### config.mk
export PLATFORM = sky130hd
export DESIGN_NAME = run_stop_ctrl
export DESIGN_NICKNAME = d
export VERILOG_FILES = /design/src/rtl/run_ctrl_pkg.sv /design/src/rtl/run_stop_ctrl_debounce.sv /design/src/rtl/run_stop_ctrl.sv
export SDC_FILE = /design/constraint.sdc
export NUM_CORES = 1
export LEC_CHECK = 0
export CAP_MARGIN = 10
export CORE_ASPECT_RATIO = 0.8
export CORE_MARGIN = 5
export CORE_UTILIZATION = 30
export DETAILED_ROUTE_END_ITERATION = 10
export PLACE_DENSITY_LB_ADDON = 0.05
export SYNTH_ARGS = -nofsm -noshare
export SYNTH_HDL_FRONTEND = slang
export SYNTH_SLANG_ARGS = --single-unit
### constraint.sdc
create_clock -name clock -period 1.5 [get_ports clock]
set_input_delay 0.3 -clock clock [delete_from_list [all_inputs] [get_ports clock]]
set_output_delay 0.3 -clock clock [all_outputs]
set_load 0.02 [all_outputs]
### src/rtl/run_ctrl_pkg.sv
// Shared constants for the front-panel run/stop receiver.
// Holds the run/halt state encoding, its width, the synchronizer depth and
// the number of cycles spent in BOOT after reset release.
package run_ctrl_pkg;

    localparam int unsigned STATE_W     = 3;
    localparam int unsigned SYNC_DEPTH  = 2;
    localparam int unsigned BOOT_CYCLES = 2;

    localparam logic [STATE_W-1:0] BOOT   = 3'd0;
    localparam logic [STATE_W-1:0] RUN    = 3'd1;
    localparam logic [STATE_W-1:0] DRAIN  = 3'd2;
    localparam logic [STATE_W-1:0] HALTED = 3'd3;
    localparam logic [STATE_W-1:0] STEP   = 3'd4;

endpackage

### src/rtl/run_stop_ctrl_debounce.sv
// Synchronizer plus debouncer for one channel of front-panel inputs.
// The whole bus is a single channel: any bit change restarts the counter.
// Ports:
//   clock       - system clock
//   resetButton - asynchronous active-low reset
//   rawIn       - raw asynchronous input (WIDTH bits)
//   syncOut     - synchronized input (last synchronizer stage)
//   stableOut   - accepted (debounced) value, registered
//   changed     - high in the cycle before stableOut takes a new value
module debounce
    import run_ctrl_pkg::*;
#(
    parameter int unsigned      WIDTH     = 1,
    parameter int unsigned      CYCLES    = 4,
    parameter logic [WIDTH-1:0] RESET_VAL = '0
) (
    input  logic             clock,
    input  logic             resetButton,
    input  logic [WIDTH-1:0] rawIn,
    output logic [WIDTH-1:0] syncOut,
    output logic [WIDTH-1:0] stableOut,
    output logic             changed
);

    localparam int unsigned CNT_W = $clog2(CYCLES + 1);

    logic [SYNC_DEPTH-1:0][WIDTH-1:0] sync_q;
    logic [WIDTH-1:0]                 stable_q, stable_d;
    logic [CNT_W-1:0]                 cnt_q, cnt_d;

    assign syncOut   = sync_q[SYNC_DEPTH-1];
    assign stableOut = stable_q;

    // Count consecutive cycles the synchronized value disagrees with the accepted one.
    always_comb begin
        cnt_d    = '0;
        stable_d = stable_q;
        changed  = 1'b0;
        if (syncOut != stable_q) begin
            if (cnt_q == CNT_W'(CYCLES - 1)) begin
                stable_d = syncOut;
                changed  = 1'b1;
            end else begin
                cnt_d = cnt_q + CNT_W'(1);
            end
        end
    end

    // Sync flops come out of reset at the released level so a held button is not seen as a press.
    always_ff @(posedge clock or negedge resetButton) begin
        if (!resetButton) begin
            sync_q   <= {SYNC_DEPTH{RESET_VAL}};
            stable_q <= RESET_VAL;
            cnt_q    <= '0;
        end else begin
            sync_q   <= {sync_q[SYNC_DEPTH-2:0], rawIn};
            stable_q <= stable_d;
            cnt_q    <= cnt_d;
        end
    end

endmodule

### src/rtl/run_stop_ctrl.sv
// Front-panel run/stop receiver: debounces the stop button and switch bank,
// and runs the run/halt state machine that gates the datapath.
// Optional feature macro: SINGLE_STEP_EN adds the STEP state (single
// instruction execution when the top switch is set on resume).
// Ports:
//   clock, resetButton      - clock and asynchronous active-low reset
//   stopButton              - raw active-low stop/resume button
//   switches[SW_WIDTH]      - raw switch inputs
//   haltReq, instrDone      - one-cycle pulses from the control unit
//   runOut, cpuEnable       - CPU executing / datapath clock enable
//   stopEvent               - one-cycle pulse per accepted stop press
//   inPortData, inPortValid - debounced switch snapshot and its settled flag
module run_stop_ctrl
    import run_ctrl_pkg::*;
#(
    parameter int unsigned DEBOUNCE_CYCLES = 4,
    parameter int unsigned SW_WIDTH        = 8
) (
    input  logic                clock,
    input  logic                resetButton,
    input  logic                stopButton,
    input  logic [SW_WIDTH-1:0] switches,
    input  logic                haltReq,
    input  logic                instrDone,
    output logic                runOut,
    output logic                cpuEnable,
    output logic                stopEvent,
    output logic [SW_WIDTH-1:0] inPortData,
    output logic                inPortValid
);

    localparam int unsigned BOOT_CNT_W = $clog2(BOOT_CYCLES);

    logic                  stop_sync, stop_stable, stop_changed;
    logic [SW_WIDTH-1:0]   sw_sync, sw_stable;
    logic                  sw_changed;

    logic [STATE_W-1:0]    state_q, state_d;
    logic [BOOT_CNT_W-1:0] boot_cnt_q, boot_cnt_d;
    logic                  run_q, run_d;
    logic                  en_q, en_d;
    logic                  evt_q, evt_d;
    logic                  valid_q, valid_d;

    debounce #(
        .WIDTH     (1),
        .CYCLES    (DEBOUNCE_CYCLES),
        .RESET_VAL (1'b1)
    ) u_stop_db (
        .clock       (clock),
        .resetButton (resetButton),
        .rawIn       (stopButton),
        .syncOut     (stop_sync),
        .stableOut   (stop_stable),
        .changed     (stop_changed)
    );

    debounce #(
        .WIDTH     (SW_WIDTH),
        .CYCLES    (DEBOUNCE_CYCLES),
        .RESET_VAL ('0)
    ) u_sw_db (
        .clock       (clock),
        .resetButton (resetButton),
        .rawIn       (switches),
        .syncOut     (sw_sync),
        .stableOut   (sw_stable),
        .changed     (sw_changed)
    );

    // Press = accepted level leaving high for low; the release edge is ignored.
    assign evt_d   = stop_changed & stop_stable & ~stop_sync;
    // Snapshot is unsettled while the synchronized switches disagree with it.
    assign valid_d = sw_changed | (sw_sync == sw_stable);

    // Run/halt next-state logic; outputs follow the next state so they register with it.
    always_comb begin
        state_d    = state_q;
        boot_cnt_d = boot_cnt_q;
        case (state_q)
            BOOT: begin
                if (boot_cnt_q == BOOT_CNT_W'(BOOT_CYCLES - 1)) begin
                    state_d = RUN;
                end else begin
                    boot_cnt_d = boot_cnt_q + BOOT_CNT_W'(1);
                end
            end
            RUN: begin
                if (haltReq) begin
                    state_d = HALTED;
                end else if (evt_q) begin
                    state_d = DRAIN;
                end
            end
            DRAIN: begin
                if (haltReq || instrDone) begin
                    state_d = HALTED;
                end
            end
            HALTED: begin
                if (evt_q) begin
`ifdef SINGLE_STEP_EN
                    state_d = sw_stable[SW_WIDTH-1] ? STEP : RUN;
`else
                    state_d = RUN;
`endif
                end
            end
`ifdef SINGLE_STEP_EN
            STEP: begin
                if (haltReq || instrDone) begin
                    state_d = HALTED;
                end
            end
`endif
            default: state_d = BOOT;
        endcase
        run_d = (state_d == RUN) || (state_d == DRAIN) || (state_d == STEP);
        en_d  = run_d;
    end

    always_ff @(posedge clock or negedge resetButton) begin
        if (!resetButton) begin
            state_q    <= BOOT;
            boot_cnt_q <= '0;
            run_q      <= 1'b0;
            en_q       <= 1'b0;
            evt_q      <= 1'b0;
            valid_q    <= 1'b0;
        end else begin
            state_q    <= state_d;
            boot_cnt_q <= boot_cnt_d;
            run_q      <= run_d;
            en_q       <= en_d;
            evt_q      <= evt_d;
            valid_q    <= valid_d;
        end
    end

    assign runOut      = run_q;
    assign cpuEnable   = en_q;
    assign stopEvent   = evt_q;
    assign inPortData  = sw_stable;
    assign inPortValid = valid_q;

endmodule

==> results of run 1 <==
## synth_stat cells (all sizes together)
cell type  instances  area [um^2]
dfrtp             37          926
nor3b              4         30.0
dfstp              3         78.8
and2               2         13.8
ha                 2         25.0
nor2               1         3.75
a21o               1         7.51
xor2               8         70.1
xnor2              1         8.76
o21ai              1         5.00
nand2b             1         6.26
nor2b              1         6.26
inv                1         3.75
conb               1         3.75
and3b              1         8.76
buf                1         7.51
or2                1         6.26
o22ai              1         6.26
a21oi              3         18.8
nor3               6         30.0
nor4               2         25.0
a211oi             1         7.51
mux2               9          101
nand2              3         11.3
## layout by cell type (no fill, tap or decap), types with 2 or more instances in the layout
cell	instances
sky130_fd_sc_hd__dfrtp_1	33
sky130_fd_sc_hd__buf_4	16
sky130_fd_sc_hd__clkdlybuf4s50_1	11
sky130_fd_sc_hd__dlygate4sd2_1	11
sky130_fd_sc_hd__mux2_2	8
sky130_fd_sc_hd__xor2_1	7
sky130_fd_sc_hd__nor3_1	6
sky130_fd_sc_hd__clkbuf_8	5
sky130_fd_sc_hd__nor3b_1	4
sky130_fd_sc_hd__dfrtp_2	4
sky130_fd_sc_hd__dfstp_2	3
sky130_fd_sc_hd__and2_4	2
sky130_fd_sc_hd__nand2_1	2
sky130_fd_sc_hd__a21oi_1	2
sky130_fd_sc_hd__ha_1	2
sky130_fd_sc_hd__clkbuf_1	2
## power breakdown
part	internal (mW)	leakage [nW]	total, mW	switching (mW)
combinational	0.554	0.375	1.04	0.485
sequential	1.30	0.471	1.43	0.127
clock	0.326	0.0422	0.656	0.330
total	2.18	0.888	3.12	0.942
## cell families after synthesis
kind of cell               count (synthesis)  share of synthesized area
muxes                                      9                     0.0718
and+or+nand+nor                           22                      0.100
xor gates and xnor gates                   9                     0.0559
buffers and inverters                      2                    0.00798
DFF                                       40                      0.712
AOI/OAI and AO/OA                          7                     0.0319
adders and majority gates                  2                     0.0177
other                                      1                    0.00266
## worst max path at each step
| stage | start | to | slack, ps | cells past startpoint |
|---|---|---|---|---|
| finish | u_sw_db.stableOut[4]$_DFFE_PN0P_ | u_sw_db.stableOut[3]$_DFFE_PN0P_ | -120 | 5 |
| global route | u_sw_db.stableOut[0]$_DFFE_PN0P_ | u_sw_db.stableOut[3]$_DFFE_PN0P_ | -180 | 6 |
| CTS | u_sw_db.stableOut[5]$_DFFE_PN0P_ | u_sw_db.stableOut[3]$_DFFE_PN0P_ | -110 | 5 |
| detailed placement | u_sw_db.stableOut[5]$_DFFE_PN0P_ | u_sw_db.stableOut[1]$_DFFE_PN0P_ | -130 | 4 |
| global placement | u_sw_db.stableOut[5]$_DFFE_PN0P_ | u_sw_db.stableOut[1]$_DFFE_PN0P_ | -140 | 4 |
| floorplan | u_sw_db.stableOut[2]$_DFFE_PN0P_ | u_sw_db.stableOut[1]$_DFFE_PN0P_ | -60 | 4 |
## layer usage
layer,part of all wire,track usage
met5,0,0
met4,0.0078,0.0381
met3,0.057,0.0356
met2,0.50,0.136
met1,0.44,0.108
## timing repair
action | CTS | global route
cloned | 0 | 0
resized for setup | 17 | 5
hold buffers | 1 | 0
endpoints found under the hold margin | 32 | 0
pin swaps | 5 | 3
setup endpoints to repair | 20 | 9
setup buffers | 4 | 2
## sequential cells by signal, indices dropped and copies added (netlist names)
name and flops:
stopEvent 1, u_sw_db.sync_q 8, u_sw_db.stableOut 8, inPortValid 1, u_stop_db.syncOut 1, u_stop_db.cnt_q 3, u_sw_db.syncOut 8, state_q 3
boot_cnt_q 1, u_sw_db.cnt_q 3, u_stop_db.sync_q 1, u_stop_db.stableOut 1, cpuEnable 1
## layout make-up
cell class / instances / area (um^2) / share of cell area
inverters: 1 / 3.75 / 0.00190
repair buffers: 43 / 378 / 0.191
flip-flops and latches: 40 / 1010 / 0.511
well taps: 60 / 75.1 / 0.0380
clock inverters: 1 / 5.00 / 0.00253
multi-input cells: 50 / 429 / 0.217
clock buffers: 7 / 76.3 / 0.0386
## stage by stage
| stage | worst slack, ps | hold slack (ps) | utilization |
|---|---|---|---|
| global placement | -136 | 282 | 0.398 |
| floorplan | -60.0 | 4.41 | - |
| CTS | -112 | 353 | 0.429 |
| finish | -121 | 351 | 0.433 |
| detailed placement | -134 | 290 | 0.398 |
| global route | -180 | 357 | 0.433 |
## critical path, delay by kind of cell, from the launching register on
| family | cells | cell delay, ps |
|---|---|---|
| XOR/XNOR | 1 | 180 |
| flip-flops | 1 | 410 |
| multiplexers | 1 | 280 |
| AO/OA/AOI/OAI | 1 | 110 |
| buffers and inverters | 1 | 140 |
| AND/OR/NAND/NOR | 1 | 360 |
==> impl_results.html, run 1 <==
<table>
<tr><th>Metric</th><th>Value</th></tr>
<tr><th colspan="2">Timing</th></tr>
<tr><td>Max Transition Viols Final</td><td>0</td></tr>
<tr><td>Achievable frequency</td><td>617 MHz</td></tr>
<tr><td>Sum of negative setup slack</td><td>-707 ps</td></tr>
<tr><td>Final setup violating endpoints</td><td>8</td></tr>
<tr><td>Setup repair after global routing missed its margin</td><td>true</td></tr>
<tr><td>Worst-case clock skew</td><td>8.58 ps</td></tr>
<tr><td>Share of the cycle needed by the critical path after routing</td><td>1.08</td></tr>
<tr><td>Worst path setup slack after routing</td><td>-121 ps</td></tr>
<tr><td>Clock period minus worst slack</td><td>approximately 1600 ps</td></tr>
<tr><td>Endpoints failing hold</td><td>0</td></tr>
<tr><th colspan="2">Drt</th></tr>
<tr><td>Mean number of vias per cell</td><td>4.35</td></tr>
<tr><td>Pre-antenna DRT Iters</td><td>3</td></tr>
<tr><td>Total DRC errors in the routed layout</td><td>0</td></tr>
<tr><td>Total number of vias</td><td>879</td></tr>
<tr><td>Final ANT Viol Nets</td><td>0</td></tr>
<tr><td>Total detailed-routing wirelength</td><td>between 2000 and 2500 um</td></tr>
<tr><td>Iter 0 DRT Violations</td><td>14</td></tr>
<tr><td>Post-detailed-route wirelength per cell</td><td>around 12 um</td></tr>
<tr><th colspan="2">Worst setup path</th></tr>
<tr><td>Critical path class</td><td>reg2reg</td></tr>
<tr><td>Reg-to-reg slack, setup</td><td>-120 ps</td></tr>
<tr><td>Delay of the slowest cell on the worst path</td><td>approximately 410 ps</td></tr>
<tr><td>Largest fanout on the critical path</td><td>6</td></tr>
<tr><td>Critical Path, Cell by Cell</td><td>xor2_1, nor4_4, a21oi_4, buf_12, mux2_4</td></tr>
<tr><td>Critical path endpoint category</td><td>register</td></tr>
<tr><td>Critical-path cell with the highest stage delay</td><td>sky130_fd_sc_hd__dfrtp_2</td></tr>
<tr><td>Crit path arrival time</td><td>between 1500 and 2000 ps</td></tr>
<tr><td>Worst Setup Start Kind</td><td>register</td></tr>
<tr><td>Startpoint of the lowest-slack register-to-register path</td><td>u_sw_db.stableOut[4]$_DFFE_PN0P_</td></tr>
<tr><td>Reg2reg end</td><td>u_sw_db.stableOut[3]$_DFFE_PN0P_</td></tr>
<tr><td>Data required, critical path</td><td>around 1700 ps</td></tr>
<tr><td>Worst Reg2Reg Path Length in Cells</td><td>5</td></tr>
<tr><th colspan="2">Min path</th></tr>
<tr><td>Cell count of the worst hold path</td><td>0</td></tr>
<tr><td>Worst Hold Class</td><td>reg2reg</td></tr>
<tr><td>Hold Path End</td><td>u_sw_db.syncOut[1]$_DFF_PN0_</td></tr>
<tr><td>Critical hold path startpoint</td><td>u_sw_db.sync_q[1]$_DFF_PN0_</td></tr>
<tr><th colspan="2">Pwr</th></tr>
<tr><td>Standby leakage power</td><td>about 0.89 nW</td></tr>
<tr><td>Post-layout power</td><td>around 3.1 mW</td></tr>
<tr><td>Pwr per Cell Area</td><td>around 1600 nW/um^2</td></tr>
<tr><td>IR drop worst, VDD</td><td>between 600 and 700 uV</td></tr>
<tr><th colspan="2">Die</th></tr>
<tr><td>Die width</td><td>86.7 um</td></tr>
<tr><td>Area of the die</td><td>about 6200 um^2</td></tr>
<tr><td>Die boundary height</td><td>71.4 um</td></tr>
<tr><td>Placement Rows</td><td>22</td></tr>
<tr><td>Initial Util</td><td>0.309</td></tr>
<tr><td>IO Count</td><td>25</td></tr>
<tr><td>Standard cell core area</td><td>about 4600 um^2</td></tr>
<tr><th colspan="2">GRT</th></tr>
<tr><td>Overall global routing resource usage</td><td>0.0878</td></tr>
<tr><td>Total overflow reported by the global router</td><td>0</td></tr>
<tr><td>Largest net degree at the start of global routing</td><td>22</td></tr>
<tr><td>Number of antenna violations at the first check in global routing</td><td>0</td></tr>
<tr><td>Number of global-route vias before repair</td><td>around 910</td></tr>
<tr><td>Global-route wire length before repair</td><td>4150 um</td></tr>
<tr><th colspan="2">Placement</th></tr>
<tr><td>Cell Area, Placed</td><td>~1800 um^2</td></tr>
<tr><td>Gpl congestion</td><td>roughly 0.64</td></tr>
<tr><td>Dpl cells</td><td>about 190</td></tr>
<tr><td>Number of port buffers</td><td>24</td></tr>
<tr><td>HPWL after detailed placement</td><td>1770 um</td></tr>
<tr><th colspan="2">Synth</th></tr>
<tr><td>Summed instance area of the synthesized netlist</td><td>1410 um^2</td></tr>
<tr><td>Number of warnings issued by yosys</td><td>0</td></tr>
<tr><td>Post-synthesis sequential area ratio</td><td>0.712</td></tr>
<tr><td>Avg Cell Area, Syn</td><td>about 15 um^2</td></tr>
<tr><td>Register bit total from synthesis</td><td>40</td></tr>
<tr><td>Net count of the mapped netlist</td><td>around 110</td></tr>
<tr><td>Count of cell types in the netlist</td><td>26</td></tr>
<tr><td>Number of instances in the synthesized netlist</td><td>between 90 and 100</td></tr>
<tr><th colspan="2">Flow run</th></tr>
<tr><td>Max cap viols</td><td>0</td></tr>
<tr><th colspan="2">Layout</th></tr>
<tr><td>Layout cells sized above 1</td><td>0.352</td></tr>
<tr><td>Final instance area</td><td>1980 um^2</td></tr>
<tr><td>Area Overhead vs Synth</td><td>40.1%</td></tr>
<tr><td>Post-layout nets</td><td>roughly 160</td></tr>
<tr><td>N_diodes</td><td>0</td></tr>
<tr><td>Filler cell count in the final layout</td><td>between 400 and 500</td></tr>
<tr><td>Number of cells in the finished layout apart from fillers</td><td>between 200 and 250</td></tr>
<tr><th colspan="2">Clocking</th></tr>
<tr><td>Number of buffers created by CTS</td><td>5</td></tr>
<tr><td>H-tree depth reported by CTS</td><td>2</td></tr>
<tr><td>CTS tree</td><td>built</td></tr>
<tr><td>Maximum number of buffers from clock root to sink</td><td>2</td></tr>
<tr><td>Clock Tree Root</td><td>sky130_fd_sc_hd__clkbuf_8</td></tr>
<tr><td>Sink count of the clock tree</td><td>40</td></tr>
<tr><td>Clock insertion delay at the later pin of the skew report</td><td>around 280 ps</td></tr>
<tr><td>Clock input transition at the sequential cells of the worst setup and hold paths</td><td>about 80 ps</td></tr>
<tr><th colspan="2">Status</th></tr>
<tr><td>Failing checks</td><td>setup timing</td></tr>
<tr><td>Result of the run</td><td>finished with violations</td></tr>
</table>
Power figures use the tool's default switching activity.
==> run 2, diff against run 1 <==
CORE_UTILIZATION = 40   (was 30)
==> impl_results.html, run 2 (same netlist as run 1, synthesis figures left out) <==
<table>
<tr><th>Metric</th><th>Value</th></tr>
<tr><th colspan="2">Status</th></tr>
<tr><td>Result of the run</td><td>finished with violations</td></tr>
<tr><td>Failing checks</td><td>setup timing</td></tr>
<tr><th colspan="2">Worst setup path</th></tr>
<tr><td>Delay of the slowest cell on the worst path</td><td>about 430 ps</td></tr>
<tr><td>Critical Path, Cell by Cell</td><td>xor2_2, nor4_2, buf_4, a21oi_4, mux2_2</td></tr>
<tr><td>Startpoint of the lowest-slack register-to-register path</td><td>u_sw_db.stableOut[4]$_DFFE_PN0P_</td></tr>
<tr><td>Worst Setup Start Kind</td><td>register</td></tr>
<tr><td>Largest fanout on the critical path</td><td>8</td></tr>
<tr><td>Reg-to-reg slack, setup</td><td>-90 ps</td></tr>
<tr><td>Crit path arrival time</td><td>~1800 ps</td></tr>
<tr><td>Critical-path cell with the highest stage delay</td><td>sky130_fd_sc_hd__dfrtp_2</td></tr>
<tr><td>Reg2reg end</td><td>u_sw_db.stableOut[2]$_DFFE_PN0P_</td></tr>
<tr><td>Data required, critical path</td><td>approximately 1700 ps</td></tr>
<tr><td>Critical path endpoint category</td><td>register</td></tr>
<tr><td>Worst Reg2Reg Path Length in Cells</td><td>5</td></tr>
<tr><td>Critical path class</td><td>reg2reg</td></tr>
<tr><th colspan="2">Timing</th></tr>
<tr><td>Achievable frequency</td><td>630 MHz</td></tr>
<tr><td>Max Transition Viols Final</td><td>0</td></tr>
<tr><td>Share of the cycle needed by the critical path after routing</td><td>1.06</td></tr>
<tr><td>Final Hold Slack</td><td>between 300 and 400 ps</td></tr>
<tr><td>Setup repair after global routing missed its margin</td><td>true</td></tr>
<tr><td>Sum of negative setup slack</td><td>-743 ps</td></tr>
<tr><td>Endpoints failing hold</td><td>0</td></tr>
<tr><td>Worst-case clock skew</td><td>approximately 11 ps</td></tr>
<tr><td>Final setup violating endpoints</td><td>11</td></tr>
<tr><td>Clock period minus worst slack</td><td>approximately 1600 ps</td></tr>
<tr><td>Worst path setup slack after routing</td><td>-87.9 ps</td></tr>
<tr><th colspan="2">Min path</th></tr>
<tr><td>Cell count of the worst hold path</td><td>0</td></tr>
<tr><td>Worst Hold Class</td><td>reg2reg</td></tr>
<tr><td>Critical hold path startpoint</td><td>u_sw_db.sync_q[5]$_DFF_PN0_</td></tr>
<tr><td>Hold Path End</td><td>u_sw_db.syncOut[5]$_DFF_PN0_</td></tr>
<tr><th colspan="2">Drt</th></tr>
<tr><td>Final ANT Viol Nets</td><td>0</td></tr>
<tr><td>Pre-antenna DRT Iters</td><td>3</td></tr>
<tr><td>Mean number of vias per cell</td><td>between 4 and 5</td></tr>
<tr><td>Post-detailed-route wirelength per cell</td><td>12.8 um</td></tr>
<tr><td>Total detailed-routing wirelength</td><td>roughly 2300 um</td></tr>
<tr><td>Total DRC errors in the routed layout</td><td>0</td></tr>
<tr><td>Iter 0 DRT Violations</td><td>33</td></tr>
<tr><td>Total number of vias</td><td>838</td></tr>
<tr><th colspan="2">Die</th></tr>
<tr><td>Die boundary height</td><td>roughly 63 um</td></tr>
<tr><td>Standard cell core area</td><td>approximately 3400 um^2</td></tr>
<tr><td>Initial Util</td><td>0.412</td></tr>
<tr><td>Die width</td><td>76.4 um</td></tr>
<tr><td>Placement Rows</td><td>19</td></tr>
<tr><td>IO Count</td><td>25</td></tr>
<tr><td>Area of the die</td><td>a little under 5000 um^2</td></tr>
<tr><th colspan="2">GRT</th></tr>
<tr><td>Number of global-route vias before repair</td><td>between 900 and 1,000</td></tr>
<tr><td>Overall global routing resource usage</td><td>0.109</td></tr>
<tr><td>Total overflow reported by the global router</td><td>0</td></tr>
<tr><td>Largest net degree at the start of global routing</td><td>25</td></tr>
<tr><td>Global-route wire length before repair</td><td>4080 um</td></tr>
<tr><td>Number of antenna violations at the first check in global routing</td><td>0</td></tr>
<tr><th colspan="2">Layout</th></tr>
<tr><td>Layout cells sized above 1</td><td>0.343</td></tr>
<tr><td>Most common cell after layout, fill and taps aside</td><td>sky130_fd_sc_hd__dfrtp_1</td></tr>
<tr><td>N_diodes</td><td>0</td></tr>
<tr><td>Number of cells in the finished layout apart from fillers</td><td>between 150 and 200</td></tr>
<tr><td>Post-layout nets</td><td>between 150 and 200</td></tr>
<tr><td>Final instance area</td><td>between 1500 and 2000 um^2</td></tr>
<tr><td>Top library cells by usage in the layout, fill and taps aside</td><td>sky130_fd_sc_hd__dfrtp_1 (33), sky130_fd_sc_hd__clkdlybuf4s50_1 (11), sky130_fd_sc_hd__dlygate4sd2_1 (11), sky130_fd_sc_hd__buf_4 (11), sky130_fd_sc_hd__mux2_2 (8)</td></tr>
<tr><td>Area Overhead vs Synth</td><td>37.9%</td></tr>
<tr><th colspan="2">Clocking</th></tr>
<tr><td>Sink count of the clock tree</td><td>40</td></tr>
<tr><td>Clock Tree Root</td><td>sky130_fd_sc_hd__clkbuf_8</td></tr>
<tr><td>H-tree depth reported by CTS</td><td>2</td></tr>
<tr><td>Maximum number of buffers from clock root to sink</td><td>2</td></tr>
<tr><td>CTS tree</td><td>built</td></tr>
<tr><td>Clock insertion delay at the later pin of the skew report</td><td>just under 300 ps</td></tr>
<tr><td>Number of buffers created by CTS</td><td>5</td></tr>
<tr><td>Clock input transition at the sequential cells of the worst setup and hold paths</td><td>about 80 ps</td></tr>
<tr><th colspan="2">Pwr</th></tr>
<tr><td>Standby leakage power</td><td>~0.87 nW</td></tr>
<tr><td>Pwr per Cell Area</td><td>roughly 1700 nW/um^2</td></tr>
<tr><td>IR drop worst, VDD</td><td>roughly 1000 uV</td></tr>
<tr><th colspan="2">Flow run</th></tr>
<tr><td>Max cap viols</td><td>0</td></tr>
<tr><th colspan="2">Placement</th></tr>
<tr><td>Dpl ws</td><td>-136 ps</td></tr>
<tr><td>Gpl congestion</td><td>about 0.71</td></tr>
<tr><td>Number of port buffers</td><td>24</td></tr>
<tr><td>Cell Area, Placed</td><td>about 1800 um^2</td></tr>
<tr><td>HPWL after detailed placement</td><td>about 1700 um</td></tr>
<tr><td>Dpl cells</td><td>roughly 170</td></tr>
</table>
-- run 2: cell count changes in the layout (fill, tap and decap cells not counted), sizes merged --
cell | previous run | this run
clkinv | 1 | 0
clkinvlp | 0 | 2
clkbuf | 8 | 6
clkdlybuf4s15 | 0 | 1
buf | 19 | 14
-- run 2: where the power goes --
group | leakage, nW | internal, mW | switching [mW] | total [mW]
Clock | 0.0434 | 0.372 | 0.366 | 0.738
Sequential | 0.471 | 1.30 | 0.133 | 1.43
Combinational | 0.355 | 0.560 | 0.487 | 1.05
-- run 2: how the worst max path moves through the flow --
stage	startpoint	end	slack (ps)
floorplan	u_sw_db.stableOut[2]$_DFFE_PN0P_	u_sw_db.stableOut[1]$_DFFE_PN0P_	-60
global placement	u_sw_db.stableOut[5]$_DFFE_PN0P_	u_sw_db.stableOut[2]$_DFFE_PN0P_	-130
detailed placement	u_sw_db.stableOut[5]$_DFFE_PN0P_	u_sw_db.stableOut[2]$_DFFE_PN0P_	-140
CTS	u_sw_db.stableOut[4]$_DFFE_PN0P_	u_sw_db.stableOut[4]$_DFFE_PN0P_	-80
global route	u_sw_db.stableOut[4]$_DFFE_PN0P_	u_sw_db.stableOut[6]$_DFFE_PN0P_	-160
finish	u_sw_db.stableOut[4]$_DFFE_PN0P_	u_sw_db.stableOut[2]$_DFFE_PN0P_	-90
-- run 2: timing repair --
| item | 4_1_cts | 5_1_grt |
|---|---|---|
| hold endpoints to repair | 16 | 0 |
| hold buffers | 1 | 0 |
| pin swaps | 3 | 1 |
| buffers inserted | 1 | 1 |
| gates resized for setup | 16 | 6 |
| endpoints found under the setup margin | 20 | 11 |
-- run 2: cell type report --
type	instances	area [um^2]
clock buffer	6	82.6
multi-input combinational	50	437
timing repair buffer	38	345
inverter	1	3.75
fill	300	1480
tap	42	52.6
clock inverter	2	15.0
sequential	40	1010
-- run 2: routing by layer --
| layer | GRT usage | vias to the layer above | wire [um] |
|---|---|---|---|
| met5 | 0 | - | 0 |
| met4 | 0.0699 | 0 | 69 |
| met3 | 0.0442 | 9 | 153 |
| met2 | 0.160 | 22 | 1040 |
| met1 | 0.132 | 407 | 1030 |
| li1 | - | 400 | - |
-- run 2: worst max-delay path, delay by kind of cell (launching register included) --
kind / cells / cell delay (ps)
DFF: 1 / 430
xor gates and xnor gates: 1 / 180
AOI/OAI and AO/OA: 1 / 280
and+or+nand+nor: 1 / 70
muxes: 1 / 380
buffers and inverters: 1 / 150
-- run 2: through the flow --
step	util	total power [mW]
finish	0.568	3.22
global route	0.568	3.41
CTS	0.561	3.22
detailed placement	0.523	2.50
global placement	0.523	2.47
floorplan	-	1.92
==> run 3, diff against run 2 <==
GPL_TIMING_DRIVEN = 0   (was not set)
==> impl_results.html, run 3 (same netlist as run 1, synthesis figures left out) <==
<table>
<tr><th>Metric</th><th>Value</th></tr>
<tr><th colspan="2">Layout</th></tr>
<tr><td>Number of cells in the finished layout apart from fillers</td><td>~170</td></tr>
<tr><td>Layout cells sized above 1</td><td>0.264</td></tr>
<tr><td>Post-layout nets</td><td>roughly 140</td></tr>
<tr><td>Top library cells by usage in the layout, fill and taps aside</td><td>sky130_fd_sc_hd__dfrtp_1 (33), sky130_fd_sc_hd__dlygate4sd2_1 (12), sky130_fd_sc_hd__clkdlybuf4s50_1 (11)</td></tr>
<tr><td>Most common cell after layout, fill and taps aside</td><td>sky130_fd_sc_hd__dfrtp_1</td></tr>
<tr><td>N_diodes</td><td>0</td></tr>
<tr><td>Final instance area</td><td>between 1500 and 2000 um^2</td></tr>
<tr><td>Post-layout utilization of the core</td><td>0.537</td></tr>
<tr><td>Area Overhead vs Synth</td><td>30.3%</td></tr>
<tr><th colspan="2">Timing</th></tr>
<tr><td>Worst-case clock skew</td><td>4.57 ps</td></tr>
<tr><td>Remaining max-slew budget at the tightest pin</td><td>0.437</td></tr>
<tr><td>Endpoints failing hold</td><td>0</td></tr>
<tr><td>Tightest Pin Transition</td><td>approximately 840 ps</td></tr>
<tr><td>Achievable frequency</td><td>639 MHz</td></tr>
<tr><td>Worst path setup slack after routing</td><td>-63.8 ps</td></tr>
<tr><td>Final setup violating endpoints</td><td>8</td></tr>
<tr><td>Setup repair after global routing missed its margin</td><td>true</td></tr>
<tr><td>Share of the cycle needed by the critical path after routing</td><td>1.04</td></tr>
<tr><td>Sum of negative setup slack</td><td>-447 ps</td></tr>
<tr><td>Clock period minus worst slack</td><td>between 1500 and 2000 ps</td></tr>
<tr><td>Final Hold Slack</td><td>between 100 and 150 ps</td></tr>
<tr><td>Max Transition Viols Final</td><td>0</td></tr>
<tr><th colspan="2">Drt</th></tr>
<tr><td>Iter 0 DRT Violations</td><td>39</td></tr>
<tr><td>Final ANT Viol Nets</td><td>0</td></tr>
<tr><td>Total DRC errors in the routed layout</td><td>0</td></tr>
<tr><td>Post-detailed-route wirelength per cell</td><td>12.8 um</td></tr>
<tr><td>Pre-antenna DRT Iters</td><td>3</td></tr>
<tr><td>Mean number of vias per cell</td><td>around 4.7</td></tr>
<tr><td>Total detailed-routing wirelength</td><td>around 2100 um</td></tr>
<tr><td>Total number of vias</td><td>slightly below 800</td></tr>
<tr><th colspan="2">Die</th></tr>
<tr><td>Die boundary height</td><td>63.1 um</td></tr>
<tr><td>Initial Util</td><td>0.412</td></tr>
<tr><td>Die width</td><td>76.4 um</td></tr>
<tr><td>Area of the die</td><td>between 4000 and 5000 um^2</td></tr>
<tr><td>IO Count</td><td>25</td></tr>
<tr><td>Placement Rows</td><td>19</td></tr>
<tr><td>Standard cell core area</td><td>~3400 um^2</td></tr>
<tr><th colspan="2">Clocking</th></tr>
<tr><td>Hold-fix buffers, CTS</td><td>0</td></tr>
<tr><td>Clock insertion delay at the later pin of the skew report</td><td>around 280 ps</td></tr>
<tr><td>CTS tree</td><td>built</td></tr>
<tr><td>Clock input transition at the sequential cells of the worst setup and hold paths</td><td>roughly 70 ps</td></tr>
<tr><td>H-tree depth reported by CTS</td><td>2</td></tr>
<tr><td>Sink count of the clock tree</td><td>40</td></tr>
<tr><td>Clock Tree Root</td><td>sky130_fd_sc_hd__clkbuf_8</td></tr>
<tr><td>Number of buffers created by CTS</td><td>5</td></tr>
<tr><td>Maximum number of buffers from clock root to sink</td><td>2</td></tr>
<tr><th colspan="2">Worst setup path</th></tr>
<tr><td>End point of the critical path</td><td>u_sw_db.stableOut[7]$_DFFE_PN0P_</td></tr>
<tr><td>Startpoint of the lowest-slack register-to-register path</td><td>u_sw_db.stableOut[2]$_DFFE_PN0P_</td></tr>
<tr><td>Data required, critical path</td><td>~1700 ps</td></tr>
<tr><td>Crit path arrival time</td><td>between 1500 and 2000 ps</td></tr>
<tr><td>Critical path class</td><td>reg2reg</td></tr>
<tr><td>Beginning of the critical path</td><td>u_sw_db.stableOut[2]$_DFFE_PN0P_</td></tr>
<tr><td>Reg-to-reg slack, setup</td><td>-60 ps</td></tr>
<tr><td>Largest fanout on the critical path</td><td>8</td></tr>
<tr><td>Worst Setup Start Kind</td><td>register</td></tr>
<tr><td>Worst Reg2Reg Path Length in Cells</td><td>4</td></tr>
<tr><td>Critical path endpoint category</td><td>register</td></tr>
<tr><td>Reg2reg end</td><td>u_sw_db.stableOut[7]$_DFFE_PN0P_</td></tr>
<tr><th colspan="2">GRT</th></tr>
<tr><td>Total overflow reported by the global router</td><td>0</td></tr>
<tr><td>Number of global-route vias before repair</td><td>about 830</td></tr>
<tr><td>Global-route wire length before repair</td><td>3680 um</td></tr>
<tr><td>Largest net degree at the start of global routing</td><td>between 40 and 50</td></tr>
<tr><td>Number of antenna violations at the first check in global routing</td><td>0</td></tr>
<tr><td>Overall global routing resource usage</td><td>0.100</td></tr>
<tr><th colspan="2">Min path</th></tr>
<tr><td>Worst Hold Class</td><td>in2async</td></tr>
<tr><th colspan="2">Placement</th></tr>
<tr><td>Number of port buffers</td><td>24</td></tr>
<tr><td>Cell Area, Placed</td><td>~1700 um^2</td></tr>
<tr><td>HPWL after detailed placement</td><td>between 1000 and 1500 um</td></tr>
<tr><td>Gpl congestion</td><td>0.668</td></tr>
<tr><td>Dpl cells</td><td>about 160</td></tr>
<tr><th colspan="2">Pwr</th></tr>
<tr><td>IR drop worst, VDD</td><td>between 800 and 900 uV</td></tr>
<tr><td>Pwr per Cell Area</td><td>1690 nW/um^2</td></tr>
<tr><td>Standby leakage power</td><td>about 0.8 nW</td></tr>
<tr><th colspan="2">Status</th></tr>
<tr><td>Failing checks</td><td>setup timing</td></tr>
<tr><td>Result of the run</td><td>finished with violations</td></tr>
<tr><th colspan="2">Flow run</th></tr>
<tr><td>Max cap viols</td><td>0</td></tr>
</table>
==> run 3: report_power, final <==
group / total (mW) / internal, mW / leakage, nW / switching [mW]
Clock: 0.833 / 0.493 / 0.0552 / 0.340
Sequential: 1.46 / 1.30 / 0.471 / 0.153
Combinational: 0.824 / 0.391 / 0.287 / 0.433
==> run 3: how the worst min path moves through the flow <==
stage | startpoint | end | cells past startpoint
6_report | resetButton | boot_cnt_q$_DFFE_PN0P_ | 1
5_1_grt | resetButton | u_sw_db.sync_q[4]$_DFF_PN0_ | 1
4_1_cts | resetButton | u_sw_db.sync_q[4]$_DFF_PN0_ | 1
3_5_place_dp | u_sw_db.sync_q[7]$_DFF_PN0_ | u_sw_db.syncOut[7]$_DFF_PN0_ | 0
3_3_place_gp | u_sw_db.sync_q[2]$_DFF_PN0_ | u_sw_db.syncOut[2]$_DFF_PN0_ | 0
2_1_floorplan | resetButton | boot_cnt_q$_DFFE_PN0P_ | 0
==> run 3: cell type report <==
cell class	count	area, um^2
inverters	1	3.75
plain buffers	1	7.51
well taps	42	52.6
fillers	307	1580
multi-input cells	50	430
clock buffers	6	72.6
repair buffers	25	228
flip-flops and latches	40	1010
clock inverters	2	35.0
==> run 3: per-layer routing <==
metal / track usage / vias to the layer above / share of wire
li1: - / 380 / -
met1: 0.111 / 382 / 0.45
met2: 0.154 / 19 / 0.48
met3: 0.0641 / 2 / 0.069
met4: 0.0393 / 0 / 0.0080
met5: 0 / - / 0
==> run 3: what timing repair did <==
| action | 4_1_cts | 5_1_grt |
|---|---|---|
| gates resized for setup | 16 | 1 |
| pin swaps | 0 | 2 |
| buffers inserted | 0 | 1 |
| setup endpoints to repair | 20 | 9 |
==> run 3: critical path: stages, from the launching register on <==
cell and delay (ps):
sky130_fd_sc_hd__dfrtp_2 420, sky130_fd_sc_hd__xor2_1 180, sky130_fd_sc_hd__nor4_4 380, sky130_fd_sc_hd__a21oi_4 160, sky130_fd_sc_hd__mux2_2 300
==> run 3: stage by stage <==
stage / power [mW] / setup WS (ps)
after floorplan: 1.92 / -60.0
after global placement: 2.29 / -916
after detailed placement: 2.32 / -193
after CTS: 3.14 / -112
after global routing: 3.30 / -169
final: 3.11 / -63.8
